===== src/rtl/pipe_pkg.sv =====
// Shared opcode constants and the per-stage control bundle for pipe_ctrl.
// PIPE_CTRL_MEXT_EN adds the multiply-enable field to the bundle.
package pipe_pkg;

  // The bundle carries rd at this width. Each module uses its own low RA_W bits, so RA_W must not exceed it.
  localparam int RA_W_MAX = 8;

  localparam logic [6:0] OP_R    = 7'b0110011;
  localparam logic [6:0] OP_I    = 7'b0010011;
  localparam logic [6:0] OP_JAL  = 7'b1101111;
  localparam logic [6:0] OP_JALR = 7'b1100111;
  localparam logic [6:0] OP_BR   = 7'b1100011;
  localparam logic [6:0] OP_LW   = 7'b0000011;
  localparam logic [6:0] OP_SW   = 7'b0100011;
  localparam logic [6:0] F7_MUL  = 7'b0000001;

  typedef struct packed {
`ifdef PIPE_CTRL_MEXT_EN
    logic                mul;
`endif
    logic                sub;
    logic                imm;
    logic                jmp;
    logic                br;
    logic                lw;
    logic                sw;
    logic                wr;
    logic [RA_W_MAX-1:0] rd;
  } ctrl_t;

endpackage


===== src/rtl/ctrl_decode.sv =====
// Combinational ID decode: opcode/function fields -> ctrl_t bundle plus source-use flags.
// PIPE_CTRL_MEXT_EN: R-type with funct7=0000001 decodes as multiply.
module ctrl_decode
  import pipe_pkg::*;
#(
  parameter int RA_W = 5
) (
  input  logic            id_valid,
  input  logic [6:0]      op,
  input  logic [2:0]      funct3,
  input  logic [6:0]      funct7,
  input  logic [RA_W-1:0] rd,
  output ctrl_t           ctrl,
  output logic            use_rs1,
  output logic            use_rs2
);

  // funct3 takes no part in this control decode.
  logic unused_funct;
  assign unused_funct = ^{funct3, funct7};

  always_comb begin
    ctrl    = '0;
    use_rs1 = 1'b0;
    use_rs2 = 1'b0;
    if (id_valid) begin
      case (op)
        OP_R: begin
          ctrl.wr  = 1'b1;
          ctrl.sub = funct7[5];
          use_rs1  = 1'b1;
          use_rs2  = 1'b1;
`ifdef PIPE_CTRL_MEXT_EN
          if (funct7 == F7_MUL) begin
            ctrl.mul = 1'b1;
            ctrl.sub = 1'b0;
          end
`endif
        end
        OP_I: begin
          ctrl.wr  = 1'b1;
          ctrl.imm = 1'b1;
          use_rs1  = 1'b1;
        end
        OP_JAL: begin
          ctrl.wr  = 1'b1;
          ctrl.jmp = 1'b1;
        end
        OP_JALR: begin
          ctrl.wr  = 1'b1;
          ctrl.jmp = 1'b1;
          use_rs1  = 1'b1;
        end
        OP_BR: begin
          ctrl.br = 1'b1;
          use_rs1 = 1'b1;
          use_rs2 = 1'b1;
        end
        OP_LW: begin
          ctrl.wr = 1'b1;
          ctrl.lw = 1'b1;
          use_rs1 = 1'b1;
        end
        OP_SW: begin
          ctrl.sw = 1'b1;
          use_rs1 = 1'b1;
          use_rs2 = 1'b1;
        end
        default: ;
      endcase
    end
    if (ctrl.wr) ctrl.rd = RA_W_MAX'(rd);
  end

endmodule


===== src/rtl/pipe_ctrl.sv =====
// Pipeline control: ID decode, EX / MEM_STAGES x MEM / WB bundle registers, redirect and load-use hazard.
// Optional `PIPE_CTRL_MEXT_EN adds the ex_mul_en output.
module pipe_ctrl
  import pipe_pkg::*;
#(
  parameter int RA_W       = 5,
  parameter int MEM_STAGES = 1
) (
  input  logic            clk,
  input  logic            rst_n,
  input  logic [6:0]      op,
  input  logic [2:0]      funct3,
  input  logic [6:0]      funct7,
  input  logic [RA_W-1:0] rd,
  input  logic [RA_W-1:0] rs1,
  input  logic [RA_W-1:0] rs2,
  input  logic            id_valid,
  input  logic            stall,
  input  logic            pass,
  output logic            ex_sub_en,
  output logic            ex_imm_en,
  output logic            mem_lw_en,
  output logic            mem_sw_en,
  output logic            wb_wr_en,
  output logic [RA_W-1:0] wb_rd,
  output logic            redirect,
`ifdef PIPE_CTRL_MEXT_EN
  output logic            ex_mul_en,
`endif
  output logic            lu_stall
);

  // Flow control: id_valid marks ID as holding a real instruction. While stall or lu_stall is high,
  // upstream keeps PC and IF/ID unchanged, and the same instruction is presented again next cycle.
  ctrl_t id_ctrl;
  logic  use_rs1;
  logic  use_rs2;

  ctrl_decode #(.RA_W(RA_W)) u_decode (
    .id_valid (id_valid),
    .op       (op),
    .funct3   (funct3),
    .funct7   (funct7),
    .rd       (rd),
    .ctrl     (id_ctrl),
    .use_rs1  (use_rs1),
    .use_rs2  (use_rs2)
  );

  ctrl_t ex_q, ex_d;
  ctrl_t mem_q [MEM_STAGES];
  ctrl_t mem_d [MEM_STAGES];
  ctrl_t wb_q, wb_d;
  logic  lu_raw;

  assign lu_raw = ex_q.lw && (ex_q.rd != '0) &&
                  ((use_rs1 && (ex_q.rd == RA_W_MAX'(rs1))) ||
                   (use_rs2 && (ex_q.rd == RA_W_MAX'(rs2))));

  assign redirect = ex_q.jmp | (ex_q.br & pass);
  assign lu_stall = lu_raw & ~redirect;

  always_comb begin
    ex_d  = ex_q;
    mem_d = mem_q;
    wb_d  = wb_q;
    if (!stall) begin
      wb_d     = mem_q[MEM_STAGES-1];
      mem_d[0] = ex_q;
      for (int i = 1; i < MEM_STAGES; i++) mem_d[i] = mem_q[i-1];
      ex_d = (redirect || lu_raw) ? ctrl_t'('0) : id_ctrl;
    end
  end

  always_ff @(posedge clk) begin
    if (!rst_n) begin
      ex_q <= '0;
      for (int i = 0; i < MEM_STAGES; i++) mem_q[i] <= '0;
      wb_q <= '0;
    end else begin
      ex_q  <= ex_d;
      mem_q <= mem_d;
      wb_q  <= wb_d;
    end
  end

  assign ex_sub_en = ex_q.sub;
  assign ex_imm_en = ex_q.imm;
  assign mem_lw_en = mem_q[MEM_STAGES-1].lw;
  assign mem_sw_en = mem_q[MEM_STAGES-1].sw;
  assign wb_wr_en  = wb_q.wr;
  assign wb_rd     = wb_q.rd[RA_W-1:0];
`ifdef PIPE_CTRL_MEXT_EN
  assign ex_mul_en = ex_q.mul;
`endif

  // The WB bundle travels whole, but only wr/rd leave the block.
  logic unused_wb;
  assign unused_wb = ^wb_q;

endmodule

===== config.mk =====
export PLATFORM = sky130hd
export DESIGN_NAME = pipe_ctrl
export DESIGN_NICKNAME = d
export VERILOG_FILES = /design/src/rtl/pipe_pkg.sv /design/src/rtl/ctrl_decode.sv /design/src/rtl/pipe_ctrl.sv
export SDC_FILE = /design/constraint.sdc
export NUM_CORES = 1
export LEC_CHECK = 0
export BUFFER_PORTS_ARGS = -buffer_cell sky130_fd_sc_hd__buf_2
export CORE_MARGIN = 3
export CORE_UTILIZATION = 40
export DETAILED_ROUTE_END_ITERATION = 10
export PLACE_DENSITY = 0.73
export SETUP_SLACK_MARGIN = 0.4
export SLEW_MARGIN = 20
export SYNTH_ARGS = -nofsm -noshare
export SYNTH_HDL_FRONTEND = slang
export SYNTH_SLANG_ARGS = --single-unit
export TNS_END_PERCENT = 50

===== constraint.sdc =====
create_clock -name clk -period 1.9 [get_ports clk]
set_input_delay 0.19 -clock clk [delete_from_list [all_inputs] [get_ports clk]]
set_output_delay 0.19 -clock clk [all_outputs]
set_load 0.01 [all_outputs]

=== Word level (Yosys, flattened, before mapping) ===
Index checks and enable logic that the tools add are counted.

* Flip-flop bits (word level): 29

* Bitwise operators: 4
* Mux-type cells: 14
* Eq/ne operators: 9
* Reductions and logical operators: 11

{| class="wikitable"
|+ Operator list
! cell !! number
|-
| $eq 7x7->1 const B || 3
|-
| $eq 8x5->1 || 2
|-
| $mux 15 || 1
|-
| $eq 7x6->1 const B || 2
|-
| $mux 1 || 11
|-
| $reduce_bool 8->1 || 1
|-
| $eq 7x2->1 const B || 1
|-
| $eq 7x5->1 const B || 1
|-
| $mux 7 || 1
|-
| $reduce_or 6->1 || 1
|-
| $mux 5 || 1
|-
| $reduce_or 5->1 || 1
|-
| $logic_and 1x1->1 || 4
|-
| $reduce_or 3->1 || 1
|-
| $and 1x1->1 || 2
|-
| $logic_or 1x1->1 || 2
|-
| $reduce_or 2->1 || 1
|-
| $not 1->1 || 1
|-
| $or 1x1->1 || 1
|}

=== Depth between registers and ports, before layout ===
* Depth in word-level cells: 9
* Mapped depth: 5

=== Modules after synthesis ===
A second synthesis with hierarchy kept.

* Cells, all modules: 164
* Area, all modules: 1539.0 um^2

{| class="wikitable"
|+ By module, submodules not included
! module !! cells an instance !! times used !! area each (um^2) !! seq. area each (um^2)
|-
| pipe_ctrl || 134 || 1 || 1331.3 || 580.6
|-
| ctrl_decode || 30 || 1 || 207.7 || 0.0
|}

=== Worst setup path after synthesis ===
No wires, ideal clock.

* Path type: input port to output port
* Start point: in op[0]
* End point: out lu_stall
* Cell stages on the path: 5
* Data arrival time: 1.654 ns
* Data required time: 1.710 ns
* Buffers on the path: 0
* Setup slack: 0.056 ns
* Cells stage by stage: nand2_1 -> or3_1 -> or4_1 -> a21oi_2 -> nor2b_1

* Word-level cells in the longest chain between the ends: 8
* Elaborated cells on any way between the ends: 17
* Classes of those cells: 6 x eq/ne; 4 x mux; 1 x bitwise; 6 x reduce/logical

{| class="wikitable"
|+ RTL lines
! item !! RTL line !! text
|-
| from (decl) || pipe_ctrl.sv:11 || <nowiki>input logic [6:0] op,</nowiki>
|-
| $eq 7x6->1 (tied with other cells) || ctrl_decode.sv:27 || <nowiki>case (op)</nowiki>
|-
| $reduce_or 6->1 (no line) or $reduce_or 3->1 (tied branches) || - ||
|-
| $mux 1 || ctrl_decode.sv:27 ||
|-
| $mux 1 || ctrl_decode.sv:26 || <nowiki>if (id_valid) begin</nowiki>
|-
| $logic_and 1x1->1, on equally long branches || pipe_ctrl.sv:57, pipe_ctrl.sv:58 ||
|-
| $logic_or 1x1->1 * || pipe_ctrl.sv:57 || <nowiki>((use_rs1 && (ex_q.rd == RA_W_MAX'(rs1))) ||</nowiki>
|-
| $logic_and 1x1->1 * || pipe_ctrl.sv:56 || <nowiki>assign lu_raw = ex_q.lw && (ex_q.rd != '0) &&</nowiki>
|-
| $and 1x1->1 * || pipe_ctrl.sv:61 || <nowiki>assign lu_stall = lu_raw & ~redirect;</nowiki>
|-
| to (decl) || pipe_ctrl.sv:30 || <nowiki>output logic lu_stall</nowiki>
|}

Mark *: on every way between the ends. The rest lies on a longest branch, timed or not.

=== Worst setup path after layout ===
* Start point: reg ex_q[1] (netlist name)
* End point: out lu_stall

* Word-level cells in the longest chain between the ends: 5
* Elaborated cells on any way between the ends: 9
* Classes of those cells: 2 x eq/ne; 1 x bitwise; 6 x reduce/logical

{| class="wikitable"
|+ RTL lines
! item !! RTL line !! text
|-
| from (decl) || pipe_ctrl.sv:50 || <nowiki>ctrl_t ex_q, ex_d;</nowiki>
|-
| from (signal assigned) || pipe_ctrl.sv:77 || <nowiki>ex_q <= '0;</nowiki>
|-
| from (signal assigned) || pipe_ctrl.sv:81 || <nowiki>ex_q <= ex_d;</nowiki>
|-
| $eq 8x5->1, on equally long branches || pipe_ctrl.sv:57, pipe_ctrl.sv:58 ||
|-
| $logic_and 1x1->1, on equally long branches || pipe_ctrl.sv:57, pipe_ctrl.sv:58 ||
|-
| $logic_or 1x1->1 || pipe_ctrl.sv:57 ||
|-
| $logic_and 1x1->1 * || pipe_ctrl.sv:56 ||
|-
| $and 1x1->1 * || pipe_ctrl.sv:61 ||
|}

Marks and branches as above.

==> results.md <==
* Max Used Layer: met4
* CP max FO at 4
* Count of different cell masters after synthesis at 33
* Mapped Area at about 1200 um2
* Tcrit/Tclk final at 1.09
* Crit Path Class: reg2out
* Area growth syn-to-layout at 46.9%
* P per Cell Area at between 500 and 600 nW/um2
* CTS root buffer: clkbuf_4
* Metal-1 WL at between 1000 and 1500 um
* Critical-path cell list: xnor2_2, nand4_1, or4_1, a21oi_2, nor2b_2, buf_2
* Overall Global Routing Usage at 0.174
* Cells after Synth at roughly 130
* Initial antenna violation count at 0
* Layout cell share with drive strength beyond 1 at 0.481
* Top Ports at just under 50
* CP Capture Type: primary output
* WL per Instance at between 10 and 15 um
* Htree depth at 1
* First-pass GRT wire length at between 4000 and 5000 um
* DRC at 0
* Inserted Clock Buffers at 3
* Largest net degree at the start of global routing at 19
* Critical Path Max Stage Delay at between 0.4 and 0.5 ns
* Sink count of the clock tree at 26
* GRT Residual Overflow at 0
* Worst Skew at between 0.01 and 0.015 ns
* Initial Utilization at 0.425
* Worst slew margin at 0.753
* Setup violators final at 4
* Worst EP required at 1.71 ns
* Die ar. at 3640 um2
* Post-DP HPWL at 2220 um
* Final Hold Fails at 0
* Antenna Cells at 0
* Vias in the first global route at 1097
* Avg Cell Area, Syn at 9.16 um2
* CP arrival at between 1.5 and 2 ns
* TritonRoute pass-1 iters at 4
* Fillers at roughly 250
* Via count at approximately 1200
* Least-Margin Pin Slew at 0.370 ns
* YS warnings at 0
* Max clock buf depth at 2
* Min Tclk post-route at slightly above 2 ns
* Violated checks: negative setup slack
* #FFs+latches synth at 26
* Clock latency on the worst-skew pair at 0.33 ns
* Fin util at 0.624
* Starting DRT DRC Count at 21
* Synth Flop Type: dfxtp_1
* Worst reg2reg path depth at 7
* Final ANT Viol Nets at 0
* Die Y at 60.3 um
* Nets@finish at ~230
* Setup ws final at -0.162 ns
* Setup crit start kind: flip-flop
* RSZ-0062 raised after global routing: yes
* Via/cell ratio at 5.27
* Met3 WL at between 150 and 200 um
* Max-cap violations at 0
* CTS tree: built
* Leak at between 0.7 and 0.8 nW
* Placeable Area at 2780 um2
* Critical path's slowest cell: or4_1
* Post-synthesis sequential area ratio at 0.441
* Worst hold path type: in2reg
* FMAX at 485 MHz
* Die width at 60.3 um
* Peak VDD IR at approximately 0.56 mV
* Hold path depth at 3
* Wire length on met2 at ~1600 um
* Total power at 1.03 mW
* # port buffers at 39
* Clk pin slew, worst setup/hold paths at ~0.15 ns
* Run status: finished, violations left
* Setup TNS at -0.315 ns
* Fin. max-slew vios at 0
* Gpl congestion at 0.858
* FFs w/ async S/R, synth at 0
* Final WL at 3190 um
* Net Count, Synth at around 170
* Post-synth EDFFs at 0
* Core Rows at 19
## metal layers
| metal | up-vias | global-route usage |
|---|---|---|
| met2 | 43 | 0.310 |
| met3 | 8 | 0.0234 |
| met4 | 0 | 0.0886 |
| met1 | 540 | 0.203 |
| li1 | 569 | - |
| met5 | - | 0 |
## Yosys cell counts (2+ instances only)
| library cell | instances | area (um2) |
|---|---|---|
| mux2i_1 | 14 | 140 |
| o21ai_0 | 10 | 50.1 |
| or4_1 | 3 | 22.5 |
| nand3_1 | 3 | 15.0 |
| dfxtp_1 | 26 | 521 |
| buf_1 | 2 | 7.51 |
| nor2b_1 | 2 | 12.5 |
| xnor2_1 | 3 | 26.3 |
| nand2_1 | 18 | 67.6 |
| a21oi_1 | 2 | 10.0 |
| xor2_1 | 7 | 61.3 |
| nor3_1 | 2 | 10.0 |
| nor2_1 | 16 | 60.1 |
| nand4b_1 | 2 | 17.5 |
## cell usage in the layout (no fill, tap or decap), drive strengths merged
master,count
bufinv,1
and2,1
a21o,1
buf,60
and4,1
nor3,2
or3,1
nor4,1
nand4,1
a21oi,3
nand4b,2
dfxtp,26
nand3,3
o211ai,1
clkbuf,3
inv,1
a32oi,1
nor2,16
a21boi,1
o21ai,10
or4b,1
xor2,7
nand2,18
nand3b,1
or4,4
xnor2,3
or3b,1
a2111oi,1
nor2b,2
clkinv,1
mux2i,14
## per-stage QoR
stage | worst slack (ns) | hold slack (ns) | area [um2] | std cells
final | -0.162 | 0.0835 | 1740 | 220
after global routing | -0.256 | 0.0724 | 1740 | 220
after CTS | -0.193 | 0.0802 | 1610 | 217
after detailed placement | -0.000774 | 0.445 | 1480 | 205
after global placement | 0.0190 | 0.436 | 1480 | 205
after floorplan | 0.0809 | 0.322 | 1180 | 129
## critical path, delay by kind of cell (launching register included)
family                    cells  cell delay, ns
AOI/OAI and AO/OA             1            0.18
buffers and inverters         1            0.13
and+or+nand+nor               3            0.70
DFF                           1            0.39
xor gates and xnor gates      1            0.14
## report_power, final
| part | switching (mW) | internal, mW |
|---|---|---|
| clock | 0.174 | 0.213 |
| sequential | 0.000924 | 0.542 |
| combinational | 0.0545 | 0.0497 |
## sequential cells by signal, summed over array words and instances, names as in the netlist
register,count
ex_q,10
mem_q,6
wb_rd,5
ex_imm_en,1
ex_sub_en,1
mem_lw_en,1
mem_sw_en,1
wb_wr_en,1
## final cells by class
class / instances / area (um2) / area share
clock inverters: 1 / 30.0 / 0.0173
repair buffers: 60 / 384 / 0.221
flip-flops and latches: 26 / 536 / 0.309
inverters: 2 / 7.51 / 0.00433
multi-input cells: 97 / 717 / 0.413
clock buffers: 3 / 22.5 / 0.0130
well taps: 31 / 38.8 / 0.0224
## what timing repair did
action / 4_1_cts / 5_1_grt
resized for setup: 11 / 30
hold buffers: 0 / 0
endpoints found under the setup margin: 13 / 13
setup buffers: 8 / 3
pin swaps: 12 / 16
## kinds of logic after synthesis
logic type	share of synthesized area
buffers and inverters	0.0201
multiplexers	0.119
flip-flops	0.441
XOR/XNOR	0.0742
AO/OA/AOI/OAI	0.112
AND/OR/NAND/NOR	0.234
## final timing paths
kind,from,endpoint,slack [ns]
setup / recovery,ex_q[1],lu_stall,-0.16
hold / removal,rd[4],ex_q[4],0.08
setup reg to reg,ex_q[2],ex_q[12],-0.09
hold reg to reg,ex_q[9],ex_q[9],0.47
Note: power is estimated with default switching activity, not from simulation.
